--- src/rtl/soft_error_monitor_pkg.sv ---
// Shared definitions for the soft-error monitor.
// Contents:
//   CNT_W          width of every error counter and threshold
//   N_CHAN         number of monitored error classes
//   CH_*           channel index of each error class
//   CNT_MAX        saturation value of a counter
//   chan_state_e   per-channel flag state machine encoding
package soft_error_monitor_pkg;

  localparam int CNT_W  = 32;
  localparam int N_CHAN = 3;

  localparam int CH_DATA_CORRUPT  = 0;
  localparam int CH_UNKNOWN_TTC   = 1;
  localparam int CH_DDR3_OVERFLOW = 2;

  localparam logic [CNT_W-1:0] CNT_MAX = '1;

  typedef enum logic [1:0] {
    ST_ARMED    = 2'd0,
    ST_TRIPPED  = 2'd1,
    ST_DISABLED = 2'd2
  } chan_state_e;

endpackage

--- src/rtl/soft_error_chan.sv ---
// One soft-error channel: a saturating event counter plus a sticky flag
// raised once the count reaches a programmable threshold.
// Ports:
//   clk        clock
//   reset      asynchronous, active-high reset
//   event_in   one pulse per error event (held high counts once per cycle)
//   clear      clears count and flag, returns the state machine to ARMED
//   threshold  live trip threshold; zero disables the flag
//   count      saturating event count
//   flag       sticky flag, high while the channel is TRIPPED
module soft_error_chan
  import soft_error_monitor_pkg::*;
(
  input  logic             clk,
  input  logic             reset,
  input  logic             event_in,
  input  logic             clear,
  input  logic [CNT_W-1:0] threshold,
  output logic [CNT_W-1:0] count,
  output logic             flag
);

  logic [CNT_W-1:0] count_d, count_q;
  chan_state_e      state_d, state_q;

  // Next count: a clear restarts from zero but still keeps an event that
  // arrives in the same cycle, so nothing is lost across a clear. Outside
  // a clear the counter increments and sticks at its maximum value.
  always_comb begin
    count_d = count_q;
    if (clear) begin
      count_d = {{(CNT_W-1){1'b0}}, event_in};
    end else if (event_in && (count_q != CNT_MAX)) begin
      count_d = count_q + 1'b1;
    end
  end

  // Flag state machine. The compare looks at the registered count against
  // the live threshold, so the flag lags the count by one cycle. Once
  // TRIPPED only a clear (or reset) gets the channel out again, whatever
  // happens to the threshold afterwards. Leaving DISABLED goes through
  // ARMED so the compare happens on the following cycle.
  always_comb begin
    state_d = state_q;
    if (clear) begin
      state_d = ST_ARMED;
    end else begin
      case (state_q)
        ST_ARMED: begin
          if (threshold == '0) begin
            state_d = ST_DISABLED;
          end else if (count_q >= threshold) begin
            state_d = ST_TRIPPED;
          end
        end
        ST_TRIPPED: begin
          state_d = ST_TRIPPED;
        end
        ST_DISABLED: begin
          if (threshold != '0) begin
            state_d = ST_ARMED;
          end
        end
        default: begin
          state_d = ST_ARMED;
        end
      endcase
    end
  end

  // State registers; reset drops the count and flag immediately.
  always_ff @(posedge clk or posedge reset) begin
    if (reset) begin
      count_q <= '0;
      state_q <= ST_ARMED;
    end else begin
      count_q <= count_d;
      state_q <= state_d;
    end
  end

  assign count = count_q;
  assign flag  = (state_q == ST_TRIPPED);

endmodule

--- src/rtl/soft_error_monitor.sv ---
// Soft-error monitor feeding the status register block. Counts checksum
// mismatches, unknown TTC broadcast commands and DDR3 overflows, and raises
// a sticky flag per class when its count reaches the programmed threshold.
// Ports:
//   clk, reset                   clock, asynchronous active-high reset
//   cs_mismatch                  checksum mismatch event pulse
//   unknown_cmd                  unknown TTC broadcast command pulse
//   ddr3_overflow                DDR3 overflow event pulse
//   thres_*                      per-class thresholds, zero disables the flag
//   soft_err_clear               clears all counts and flags
//   *_count                      saturating per-class counts
//   error_data_corrupt           sticky hard error, checksum mismatches
//   error_unknown_ttc            sticky hard error, unknown TTC commands
//   ddr3_overflow_warning        sticky warning, DDR3 overflows
module soft_error_monitor
  import soft_error_monitor_pkg::*;
(
  input  logic             clk,
  input  logic             reset,
  input  logic             cs_mismatch,
  input  logic             unknown_cmd,
  input  logic             ddr3_overflow,
  input  logic [CNT_W-1:0] thres_data_corrupt,
  input  logic [CNT_W-1:0] thres_unknown_ttc,
  input  logic [CNT_W-1:0] thres_ddr3_overflow,
  input  logic             soft_err_clear,
  output logic [CNT_W-1:0] cs_mismatch_count,
  output logic [CNT_W-1:0] unknown_cmd_count,
  output logic [CNT_W-1:0] ddr3_overflow_count,
  output logic             error_data_corrupt,
  output logic             error_unknown_ttc,
  output logic             ddr3_overflow_warning
);

  logic [N_CHAN-1:0] event_vec;
  logic [N_CHAN-1:0] flag_vec;
  logic [CNT_W-1:0]  thres_vec [N_CHAN];
  logic [CNT_W-1:0]  count_vec [N_CHAN];

  assign event_vec[CH_DATA_CORRUPT]  = cs_mismatch;
  assign event_vec[CH_UNKNOWN_TTC]   = unknown_cmd;
  assign event_vec[CH_DDR3_OVERFLOW] = ddr3_overflow;

  assign thres_vec[CH_DATA_CORRUPT]  = thres_data_corrupt;
  assign thres_vec[CH_UNKNOWN_TTC]   = thres_unknown_ttc;
  assign thres_vec[CH_DDR3_OVERFLOW] = thres_ddr3_overflow;

  // The channels are fully independent; only the clear is shared.
  for (genvar ch = 0; ch < N_CHAN; ch++) begin : g_chan
    soft_error_chan u_chan (
      .clk       (clk),
      .reset     (reset),
      .event_in  (event_vec[ch]),
      .clear     (soft_err_clear),
      .threshold (thres_vec[ch]),
      .count     (count_vec[ch]),
      .flag      (flag_vec[ch])
    );
  end

  assign cs_mismatch_count     = count_vec[CH_DATA_CORRUPT];
  assign unknown_cmd_count     = count_vec[CH_UNKNOWN_TTC];
  assign ddr3_overflow_count   = count_vec[CH_DDR3_OVERFLOW];
  assign error_data_corrupt    = flag_vec[CH_DATA_CORRUPT];
  assign error_unknown_ttc     = flag_vec[CH_UNKNOWN_TTC];
  assign ddr3_overflow_warning = flag_vec[CH_DDR3_OVERFLOW];

endmodule

--- config.mk ---
export PLATFORM = sky130hd
export DESIGN_NAME = soft_error_monitor
export DESIGN_NICKNAME = d
export VERILOG_FILES = /design/src/rtl/soft_error_monitor_pkg.sv /design/src/rtl/soft_error_chan.sv /design/src/rtl/soft_error_monitor.sv
export SDC_FILE = /design/constraint.sdc
export NUM_CORES = 1
export LEC_CHECK = 0
export ABC_AREA = 0
export CAP_MARGIN = 20
export CORE_ASPECT_RATIO = 0.6
export CORE_UTILIZATION = 35
export CTS_CLUSTER_DIAMETER = 50
export DETAILED_ROUTE_END_ITERATION = 7
export PLACE_DENSITY = 0.61
export SLEW_MARGIN = 20
export SYNTH_ARGS = -nofsm -noshare
export SYNTH_HDL_FRONTEND = slang
export SYNTH_SLANG_ARGS = --single-unit
--- constraint.sdc ---
create_clock -name clk -period 2.86 [get_ports clk]
set_input_delay 0.286 -clock clk [delete_from_list [all_inputs] [get_ports clk]]
set_output_delay 0.286 -clock clk [all_outputs]
set_load 0.02 [all_outputs]
==> results.ini <==
[floorplan]
dieHeight_um=118
fp.dieW_um=195
boundaryPins=201
start_util=0.364
dieArea_um2=22900
design.core.area_um2=21400
rows=41

[yosys]
synth_mux_area_frac=0.00257
synth_compound_area_frac=0.105
synthCells=928
synthSimpleGateAreaFrac=0.269
synthTopCellsByArea=dfrtp_1 (33%), ha_1 (16%), inv_1 (5.3%), nor2_1 (5.1%), xor2_1 (4.2%)
synth_ff_type=dfrtp_1
ys_warn_count=0
synthXorXnorAreaFrac=0.0763
synth_top_family_by_area=simple AND/OR/NAND/NOR gates
yosysSeqAreaShare=0.327
synth-edff-count=0
synth_adder_area_share=0.159
synth-seq-cells=102
synth.largest_area_cell=dfrtp_1
async_flop_share=1.00
ys_types=52
yosysTopAreaCellShare=0.327
avgSynthCellArea_um2=8.41
syn-num-nets=1129
synth_area_um2=7800

[route]
dr.pass1.iters=5
antenna_left=0
wl_per_cell_um=16.3
drtIter0Drc=511
drt_wl_total_mm=23.3
route.detailed.drc=0
routed_via_density=5.21
via_count=7425

[worst_setup_path]
cp-end-kind=flip-flop
reg2reg_depth=6
critical_path.max_stage_delay_ns=0.55
crit_required_ns=3.08
timing.rr.end=g_chan[2].u_chan.count[29]
worstSetupStartpointType=flip-flop
r2r_setup_slack_ns=0.50
cp_slowest_cell=or4_4
cp_max_fo=15
path_cells=nand4_1, or4_4, o31a_1, nand3_1, xor2_1, nor2_1
arrival_ns=2.59
reg2reg_from=g_chan[2].u_chan.count[9]
critPathKind=flip-flop to flip-flop

[finish]
area_growth_syn_to_layout_pct=35.9
antenna_cells=0
fin_cells=1426
fin_nets=1343
drive_gt1_frac=0.0392

[global_routing]
busiest_layer=met1
grt_util_met1=0.340
overflow=0
antenna_found_initial=0
grt_util_met3=0.0447
grt_pass1_vias=7120
grt_first_pass_wirelength_mm=38.4
globalRouteTotalUtil=0.210
grt_max_degree=49
groute.layer.met2.usage=0.276

[clocking]
numCtsBuffers=9
cts.repair.resized=0
clock-sinks=102
root_buffer=clkbuf_16
path_clk_slew_ns=0.07
h-tree-depth=3
cts_tree=done
insertion_delay_ns=0.36
cts_hold_buf=0
cts_buffer_depth=2
cts_setup_buffers=0

[hold_path]
hp-start=soft_err_clear
hold_depth=2
hold_path_class=input pin to flip-flop
hold_end=g_chan[2].u_chan.count[25]

[timing]
fmax_mhz=424
period_needed_ns=2.36
fin_skew_ns=0.00798
relSlewSlack=0.514
rsz0062_at_grt=false
setup_tns_ns=0
tightest_slew_ns=0.727
fin_crit_sh=0.826
hold_viol=0
setup_viol_count_final=0
drv_slew=0
setup_ws_ns=0.499

[place]
dp_hpwl_mm=18.5
dp.cells=1410
place_worst_setup_slack_ns=0.355
place_congestion=0.864
port_buffers=200

[run_status]
outcome=completed

[pwr]
peakVddDrop_mv=0.288
power_density_nw_per_um2=322
leakagePower_nw=4.75

[job]
cap_violations=0

[cell families after synthesis]
kind of cell    after synthesis
compound gates              136
xor+xnor                     68
fa+ha+maj                    99
buf+inv                     125
flops                       102
mux                           2
simple gates                396
[cell usage in the layout (no fill, tap or decap), types with 4 or more instances in the layout]
cell type and instances:
xnor2_1 31, and3_1 14, nor2_1 105, nor4_1 37, nand2_1 61, nand3_1 41, clkdlybuf4s50_1 199, inv_1 110
xor2_1 37, a2111oi_0 4, clkbuf_16 9, buf_4 15, and2_1 4, o211ai_1 6, or3_1 22, dfrtp_1 102
a211oi_1 6, nand4_1 48, nor3_1 20, nor2b_1 10, a21o_1 5, and4_1 12, ha_1 99, a21oi_1 56
o21ai_0 38
[cells in the mapped netlist, drive strengths merged, types with 31 or more instances]
cell type	n
a21oi	56
dfrtp	102
ha	99
inv	111
nand2	61
nand3	41
nand4	50
nor2	105
nor4	37
o21ai	39
xnor2	31
xor2	37
[power breakdown]
group	switching, W	internal, W	total, W	leakage [nW]
logic	0.000239	0.000235	0.000474	3.17
registers	0.0000264	0.00146	0.00148	1.41
clock network	0.000573	0.000882	0.00146	0.170
[per-layer routing]
metal  vias to the layer above  share of wire
met3                        15          0.060
met4                         0         0.0082
met2                       195           0.37
met5                         -              0
li1                       3756              -
met1                      3459           0.56
[through the flow]
step	cell area [µm²]	utilization	hold WS, ns	total power [W]
finish	10600	0.495	0.382	0.00341
global route	10600	0.495	0.394	0.00358
CTS	10600	0.495	0.373	0.00346
detailed placement	10300	0.478	0.488	0.00198
global placement	10300	0.478	0.480	0.00198
floorplan	7800	-	0.423	0.00171
[how the worst max path moves through the flow]
stage / end / cells past startpoint / from / slack, ns
6_report: g_chan[2].u_chan.count[29] / 6 / g_chan[2].u_chan.count[9] / 0.50
4_1_cts: g_chan[2].u_chan.count[29] / 6 / g_chan[2].u_chan.count[9] / 0.52
5_1_grt: g_chan[2].u_chan.count[29] / 6 / g_chan[2].u_chan.count[9] / 0.38
3_3_place_gp: g_chan[2].u_chan.state_q[0] / 9 / thres_ddr3_overflow[7] / 0.42
2_1_floorplan: g_chan[2].u_chan.count[30] / 5 / g_chan[2].u_chan.count[14] / 0.72
3_5_place_dp: g_chan[2].u_chan.state_q[0] / 9 / thres_ddr3_overflow[2] / 0.36
[state kept, by name, summed over array words and instances, names as in the netlist]
name / flops
g_chan.u_chan.state_q: 6
g_chan.u_chan.count: 96
[critical path, delay by kind of cell, from the launching register on]
kind	cells	cell delay (ns)
simple gates	4	1.05
flops	1	0.50
xor+xnor	1	0.16
compound gates	1	0.50
[layout make-up]
type                            instances  area [µm²]
Multi-Input combinational cell        701        4770
Clock buffer                           11         243
Fill cell                            2057       10800
Inverter                              111         420
Timing Repair Buffer                  217        2160
Clock inverter                          5         104
Sequential cell                       102        2550
Tap cell                              279         349
Note: power is estimated with default switching activity, not from simulation.
